<file path="config.mk">
export PLATFORM = sky130hd
export DESIGN_NAME = fifo_from_sdram_rd_serializer_flat
export DESIGN_NICKNAME = d
export VERILOG_FILES = /design/src/rtl/fifo_from_sdram_rd_serializer_if.sv /design/src/rtl/fifo_from_sdram_rd_serializer.sv /design/src/flat_wrapper.sv
export SDC_FILE = /design/constraint.sdc
export NUM_CORES = 1
export LEC_CHECK = 0
export ABC_AREA = 1
export CORE_MARGIN = 5
export CORE_UTILIZATION = 30
export DETAILED_ROUTE_END_ITERATION = 10
export HOLD_SLACK_MARGIN = 0.03
export PLACE_DENSITY = 0.52
export SYNTH_ARGS = -nofsm -noshare
export SYNTH_HDL_FRONTEND = slang
export SYNTH_SLANG_ARGS = --single-unit
</file>
<file path="constraint.sdc">
create_clock -name clk -period 1.59 [get_ports clk]
set_input_delay 0.159 -clock clk [delete_from_list [all_inputs] [get_ports clk]]
set_output_delay 0.159 -clock clk [all_outputs]
set_load 0.02 [all_outputs]
</file>
<file path="src/rtl/fifo_from_sdram_rd_serializer_if.sv">
// rtl/fifo_from_sdram_rd_serializer_if.sv - FIFO read port and byte-stream bundle for the readback serializer
interface fifo_from_sdram_rd_serializer_if #(
    parameter int DATA_W  = 16,
    parameter int USEDW_W = 10
);
    localparam int NB    = DATA_W / 8;
    localparam int IDX_W = (NB > 1) ? $clog2(NB) : 1;

    logic [USEDW_W-1:0] usedw;
    logic [DATA_W-1:0]  fifo_q;
    logic               rdreq;
    logic [7:0]         byte_out;
    logic               byte_valid;
    logic               byte_ready;
    logic [IDX_W-1:0]   byte_idx;
    logic               last_byte;

    modport master (
        input  usedw, fifo_q, byte_ready,
        output rdreq, byte_out, byte_valid, byte_idx, last_byte
    );

    modport slave (
        output usedw, fifo_q, byte_ready,
        input  rdreq, byte_out, byte_valid, byte_idx, last_byte
    );
endinterface

</file>
<file path="src/rtl/fifo_from_sdram_rd_serializer.sv">
// rtl/fifo_from_sdram_rd_serializer.sv - FIFO word to byte-stream serializer with prefetch; RD_SER_STATS_EN adds word_cnt/stall_pulse
module fifo_from_sdram_rd_serializer #(
    parameter int DATA_W     = 16,
    parameter int USEDW_W    = 10,
    parameter int RD_LATENCY = 1,
    parameter int MSB_FIRST  = 0
) (
    input  logic clk,
    input  logic rst,
    fifo_from_sdram_rd_serializer_if.master sif,
    output logic busy
`ifdef RD_SER_STATS_EN
    ,
    output logic [31:0] word_cnt,
    output logic        stall_pulse
`endif
);
    localparam int NB    = DATA_W / 8;
    localparam int IDX_W = (NB > 1) ? $clog2(NB) : 1;
    localparam logic [IDX_W-1:0] LAST_IDX = IDX_W'(NB - 1);

    logic [RD_LATENCY-1:0] inflight;
    logic                  rdreq_q;
    logic                  pf_full;
    logic                  sh_full;
    logic [DATA_W-1:0]     pf_word;
    logic [DATA_W-1:0]     sh_word;
    logic [IDX_W-1:0]      idx;
    logic [7:0]            byte_r;
    logic                  last_r;

    logic                  cap;
    logic                  xfer;
    logic                  last_xfer;
    logic                  sh_free;
    logic                  load_pf;
    logic                  load_byp;
    logic                  load;
    logic                  cap_to_pf;
    logic [DATA_W-1:0]     load_word;
    logic [IDX_W-1:0]      idx_nxt;

    function automatic logic [7:0] pick(input logic [DATA_W-1:0] w, input logic [IDX_W-1:0] i);
        int k;
        k = (MSB_FIRST != 0) ? (NB - 1 - int'(i)) : int'(i);
        return w[8*k +: 8];
    endfunction

    assign cap       = inflight[RD_LATENCY-1];
    assign xfer      = sh_full & sif.byte_ready;
    assign last_xfer = xfer & (idx == LAST_IDX);
    assign sh_free   = ~sh_full | last_xfer;
    assign load_pf   = pf_full & sh_free;
    // A word landing while the prefetch is empty and the shifter is free goes straight in.
    assign load_byp  = cap & ~pf_full & sh_free;
    assign load      = load_pf | load_byp;
    assign cap_to_pf = cap & ~load_byp;
    assign load_word = pf_full ? pf_word : sif.fifo_q;
    assign idx_nxt   = idx + IDX_W'(1);

    // rdreq_q hides the one-clock lag of usedw after a read.
    assign sif.rdreq = ~rst & (sif.usedw != '0) & ~(|inflight) & ~pf_full & ~rdreq_q;

    always_ff @(posedge clk or posedge rst) begin
        if (rst) begin
            inflight <= '0;
            rdreq_q  <= 1'b0;
            pf_full  <= 1'b0;
            pf_word  <= '0;
            sh_full  <= 1'b0;
            sh_word  <= '0;
            idx      <= '0;
            byte_r   <= '0;
            last_r   <= 1'b0;
        end else begin
            rdreq_q  <= sif.rdreq;
            inflight <= (inflight << 1) | RD_LATENCY'(sif.rdreq);
            pf_full  <= cap_to_pf | (pf_full & ~load_pf);
            if (cap_to_pf) begin
                pf_word <= sif.fifo_q;
            end
            if (load) begin
                sh_full <= 1'b1;
                sh_word <= load_word;
                idx     <= '0;
                byte_r  <= pick(load_word, '0);
                last_r  <= (NB == 1);
            end else if (last_xfer) begin
                sh_full <= 1'b0;
                idx     <= '0;
                byte_r  <= '0;
                last_r  <= 1'b0;
            end else if (xfer) begin
                idx     <= idx_nxt;
                byte_r  <= pick(sh_word, idx_nxt);
                last_r  <= (idx_nxt == LAST_IDX);
            end
        end
    end

    assign sif.byte_out   = byte_r;
    assign sif.byte_valid = sh_full;
    assign sif.byte_idx   = idx;
    assign sif.last_byte  = last_r;
    assign busy           = (|inflight) | pf_full | sh_full;

`ifdef RD_SER_STATS_EN
    always_ff @(posedge clk or posedge rst) begin
        if (rst) begin
            word_cnt    <= '0;
            stall_pulse <= 1'b0;
        end else begin
            if (last_xfer) begin
                word_cnt <= word_cnt + 32'd1;
            end
            stall_pulse <= sh_full & ~sif.byte_ready;
        end
    end
`endif
endmodule
</file>
<file path="src/flat_wrapper.sv">
// flat-port wrapper written by rule: the top's interface ports become plain ports
module fifo_from_sdram_rd_serializer_flat 
#(
    parameter int DATA_W     = 16,
    parameter int USEDW_W    = 10,
    parameter int RD_LATENCY = 1,
    parameter int MSB_FIRST  = 0
)
  (clk, rst, busy, sif_usedw, sif_fifo_q, sif_byte_ready, sif_rdreq, sif_byte_out, sif_byte_valid, sif_byte_idx, sif_last_byte);
  fifo_from_sdram_rd_serializer_if #(.DATA_W(DATA_W), .USEDW_W(USEDW_W)) sif_i ();
  input  logic clk;
  input  logic rst;
  output logic busy;
  input wire logic [$bits(sif_i.usedw)-1:0] sif_usedw;
  input wire logic [$bits(sif_i.fifo_q)-1:0] sif_fifo_q;
  input wire logic [$bits(sif_i.byte_ready)-1:0] sif_byte_ready;
  output wire logic [$bits(sif_i.rdreq)-1:0] sif_rdreq;
  output wire logic [$bits(sif_i.byte_out)-1:0] sif_byte_out;
  output wire logic [$bits(sif_i.byte_valid)-1:0] sif_byte_valid;
  output wire logic [$bits(sif_i.byte_idx)-1:0] sif_byte_idx;
  output wire logic [$bits(sif_i.last_byte)-1:0] sif_last_byte;
  assign sif_i.usedw = sif_usedw;
  assign sif_i.fifo_q = sif_fifo_q;
  assign sif_i.byte_ready = sif_byte_ready;
  assign sif_rdreq = sif_i.rdreq;
  assign sif_byte_out = sif_i.byte_out;
  assign sif_byte_valid = sif_i.byte_valid;
  assign sif_byte_idx = sif_i.byte_idx;
  assign sif_last_byte = sif_i.last_byte;
  fifo_from_sdram_rd_serializer #(.DATA_W(DATA_W), .USEDW_W(USEDW_W), .RD_LATENCY(RD_LATENCY), .MSB_FIRST(MSB_FIRST)) u_core (.clk(clk), .rst(rst), .sif(sif_i), .busy(busy));
endmodule
</file>
# After elaboration in Yosys (flattened, before gate mapping)
# Cells that the tools add are included.
# W data, S select, Z words.
# word_totals
regBits	44
inputBits	29
out_inout_bits	13
word_cells	43
# op_classes
add_sub_neg	1
shift	1
mux	9
bitwise_logic	22
n_reduce_logical	3
# ops
op	n
$mux W8	3
$mux W16	1
$shiftx A16 B5 Y8	1
$and A1 B1 Y1	11
$reduce_bool A10 Y1	1
$not A1 Y1	6
$mux W1	5
$or A1 B1 Y1	5
$reduce_bool A3 Y1	1
$reduce_bool A2 Y1	1
$add A1 B1 Y1 const B	1

# Longest topological paths before layout
# logic_depth
depth_word	7
mapped_depth	8
ltp_nobuf	6

# Worst setup path before layout
# No wires, ideal clock.
# synth_timing
path_type	reg2reg
startpoint	register u_core.pf_full
endpoint	register u_core.inflight, in the netlist u_core.cap
setup_ns	0.185
arrival_ns	1.361
required_ns	1.405
path_slack_ns	0.044
stages_incl_launch_ff	6
path_buffers	2
synth_period_minus_slack_ns	1.546
cell_sequence	dfrtp_1 buf_2 nor2_4 inv_2 buf_2 nor3_1
# synth_between
elab_chain_len	3
# synth_lines
item	line_no	rtl
from (decl)	fifo_from_sdram_rd_serializer.sv:24	logic pf_full;
from (signal assigned)	fifo_from_sdram_rd_serializer.sv:78	pf_full <= cap_to_pf | (pf_full & ~load_pf);
$not A1 Y1	fifo_from_sdram_rd_serializer.sv:62	assign sif.rdreq = ~rst & (sif.usedw != '0) & ~(|inflight) & ~pf_full & ~rdreq_q;
$and A1 B1 Y1 (2 in a row)	fifo_from_sdram_rd_serializer.sv:62	
named net sif_rdreq	flat_wrapper.sv:17	output wire logic [$bits(sif_i.rdreq)-1:0] sif_rdreq;
to (signal assigned)	fifo_from_sdram_rd_serializer.sv:77	inflight <= (inflight << 1) | RD_LATENCY'(sif.rdreq);
to (decl)	fifo_from_sdram_rd_serializer.sv:22	logic [RD_LATENCY-1:0] inflight;
# The timed path passes the listed nets, and every way through them passes these cells.
# A chain may end at the register's enable or synchronous reset.

==> key figures <==
Cells and area
  • Design area: around 0.0028 sq mm
  • P&R area growth vs syn: 29.3%
  • Nets: roughly 340
  • Filler cell count in the final layout: roughly 770
  • Post-route insts no fill: approximately 410
  • Share of cells above drive strength 1: between 10% and 20%
  • Diode count: 0

Worst setup path
  • Critical Path Source: u_core.sif.byte_idx
  • Startpoint types: flip-flop
  • Worst Path Buf+Inv: 1
  • Slowest CP cell: clkdlybuf4s50_1
  • Crit. End Element: output pin
  • Slowest Stage Delay on Critical Path: around 0.63 ns
  • CP Cell Sequence: clkdlybuf4s50_1
  • Critical Path RT: 1.43 ns
  • Worst reg2reg startpoint: u_core.cap
  • Data arrival time of the critical path: 1.36 ns
  • Worst setup path category: flip-flop to output pin
  • Crit path max-delay family: buffers and inverters
  • CP Max Fanout: 7

Clock network
  • TritonCTS clock tree: done
  • CTS H-Tree Depth: 2
  • Reg clk slew, reported paths: approximately 0.08 ns
  • Bufs on Longest Clock Path: 2
  • Root buffer cell: clkbuf_8
  • Clk Latency, worst-skew pair: between 0.2 and 0.3 ns
  • Num CTS Buffers: 5
  • Buffer count from post-CTS setup fixing: 0
  • CTS Sinks: 44

Place
  • Post-DP HPWL: 3820 um
  • GPL Wtd Cong: 0.757
  • Port buffer count: around 40
  • Placement Cell Area: 0.00274 sq mm
  • Pre-CTS setup slack: -0.184 ns
  • DP Cell Count: approximately 410

Global routing
  • Number of global-route vias before repair: 1911
  • Antenna violations before repair: 0
  • Total Routing Usage GR: 12.9%
  • Total congestion overflow: 0
  • First-pass GRT wire length: between 9000 and 10000 um
  • Largest net degree at the start of global routing: between 40 and 50

Floorplan
  • Initial core utilization: 30.4%
  • Core Area: a little over 0.007 sq mm
  • Die X: between 90 and 100 um
  • I/O pin cnt: 42
  • Die area: 0.00909 sq mm
  • Num rows: 31
  • Die height: around 95 um

Synth
  • Mapped Area: between 0.002 and 0.0025 sq mm
  • Sequential fraction of the synthesis area: a little over 50%
  • Post-synthesis simple-gate area fraction: 36.9%
  • Post-synth cell types: 24
  • Number of synthesized register bits: 44
  • Area contributors post-synth: dfrtp_1, nand2_1, nand3_1, nand2_2, buf_2
  • Post-Synthesis Cells: around 270
  • Yosys warning total: 0
  • Synth top area share: 50.4%
  • Synth area leader: dfrtp_1
  • Post-synthesis mux area share: 0%
  • Average size of a mapped cell: roughly 8.1 sq um
  • Synth Area in Adders: 0%
  • Post-Synth XOR/XNOR Area: 0%
  • Net Count, Synth: 300
  • Synth Area in Compound Gates: under 10%
  • Main combinational cell family by area after synthesis: simple AND/OR/NAND/NOR gates

Power and ir drop
  • P_sw: about 2.2 mW
  • Logic pwr share: 49.4%
  • Peak VDD IR: 0.000561 V
  • Int Power: approximately 3.1 mW
  • P_leak: ~1.4 nW
  • Switching Share: 41.6%
  • Pwr Density: approximately 1900 mW/mm^2
  • Clk network pwr share: between 10 and 15%
  • Sequential power share: approximately 37%

STA
  • Worst Clk Skew: 0.00474 ns
  • Fmax: roughly 660 MHz
  • Worst-margin pin slew: 0.359 ns
  • Final setup viols: 0
  • Slew Viols, Final: 0
  • Relative slew slack: ~76%
  • Clock period minus worst slack: ~1.5 ns
  • WHS: roughly 0.26 ns
  • Worst setup margin: roughly 0.067 ns
  • RSZ-0062 raised after global routing: no
  • Hold Fails Final Rpt: 0
  • Tcrit/Tclk final: between 90 and 100%

Routing
  • Pre-antenna DRT Iters: 4
  • ANT nets after route: 0
  • WL per Instance: 12.7 um
  • Initial DRC count: 79
  • Vias after detailed routing: 1862
  • Vias per std cell: roughly 4.5
  • Final wirelength: ~5200 um
  • DRC Markers: 0

Run status
  • Status: completed

Flow run
  • Max cap viols: 0

Min path
  • HP Class: primary input to asynchronous set/reset pin
area by class of cell:
class                      instances  area [sq um]  share of cell area [%]
tap                               99           124                    4.38
sequential                        44          1100                    39.0
clock buffer                       7          96.3                    3.41
timing repair buffer              54           537                    19.0
inverter                           9          33.8                    1.20
multi-input combinational        201           932                    33.0
sequential cells by signal, indices dropped and copies added (netlist names):
| register | flops |
|---|---|
| u_core.cap | 1 |
| u_core.sif.byte_idx | 1 |
| u_core.pf_full | 1 |
| u_core.sh_word | 16 |
| u_core.pf_word | 16 |
| u_core.sif.byte_valid | 1 |
| u_core.sif.byte_out | 8 |
stage by stage:
step / power, mW / utilization (%) / setup TNS, ns
finish: 5.39 / 39.4 / 0
floorplan: 3.83 / - / 0
global placement: 4.69 / 38.1 / -0.160
CTS: 5.49 / 39.5 / 0
detailed placement: 4.73 / 38.1 / -0.184
global route: 5.90 / 39.4 / 0
layer usage:
layer | share of wire (%) | up-vias | wire, um | GRT usage (%)
met4 | 0.99 | 0 | 52 | 3.61
met5 | 0 | - | 0 | 0
met2 | 43 | 48 | 2240 | 20.1
met1 | 50 | 858 | 2630 | 17.6
li1 | - | 951 | - | -
met3 | 6.0 | 5 | 312 | 3.47
cell usage in the layout (no fill, tap or decap), drive strengths merged, types with 5 or more instances in the layout:
master,count
buf,14
nand2,111
inv,9
or2,9
dfrtp,44
o21ai,17
clkdlybuf4s50,37
clkbuf,8
a21oi,5
nor2,14
nand3,42
path summary, 6_finish.rpt:
path / to / slack [ns] / cells past startpoint
max: sif_last_byte / 0.07 / 1
max reg2reg: u_core.pf_word[14] / 0.18 / 7
max in group asynchronous: u_core.sif.byte_idx / 1.10 / 3
min in group clk: u_core.pf_word[11] / 0.43 / 3
min reg2reg: u_core.pf_word[9] / 0.47 / 2
min: u_core.sh_word[15] / 0.26 / 3
repair_timing:
action | in CTS | in global routing
gates resized for setup | 7 | 4
setup endpoints to repair | 5 | 3
hold buffers | 0 | 0
power groups by stage:
| stage | registers, mW | logic [mW] | clock network (mW) |
|---|---|---|---|
| 6_report | 1.97 | 2.66 | 0.755 |
| 5_1_grt | 2.05 | 3.02 | 0.828 |
| 4_1_cts | 1.98 | 2.72 | 0.784 |
| 3_5_place_dp | 2.00 | 2.73 | 0 |
| 3_3_place_gp | 1.99 | 2.69 | 0 |
| 2_1_floorplan | 2.03 | 1.80 | 0 |
cell usage after synthesis:
| cell type | count |
|---|---|
| nor2_2 | 1 |
| nor3_1 | 1 |
| clkbuf_1 | 1 |
| a21oi_1 | 5 |
| or2_1 | 3 |
| o21a_1 | 2 |
| dfrtp_1 | 44 |
| nor2_4 | 1 |
| nor2_1 | 12 |
| nand2_8 | 1 |
| o21ai_0 | 8 |
| nand2_2 | 11 |
| nand2_4 | 1 |
| buf_12 | 1 |
| or2_2 | 6 |
| inv_1 | 6 |
| buf_2 | 9 |
| buf_6 | 1 |
| nand3_1 | 41 |
| inv_2 | 3 |
| o21ai_1 | 9 |
| nand2_1 | 98 |
| buf_4 | 5 |
| nand3_2 | 1 |
kinds of logic (layout without fill, tap and decap cells):
family / Yosys count / count (layout)
DFF: 44 / 44
buffers and inverters: 26 / 70
AOI/OAI and AO/OA: 24 / 24
and+or+nand+nor: 177 / 177
No activity file was read; power rests on OpenSTA's default activity.
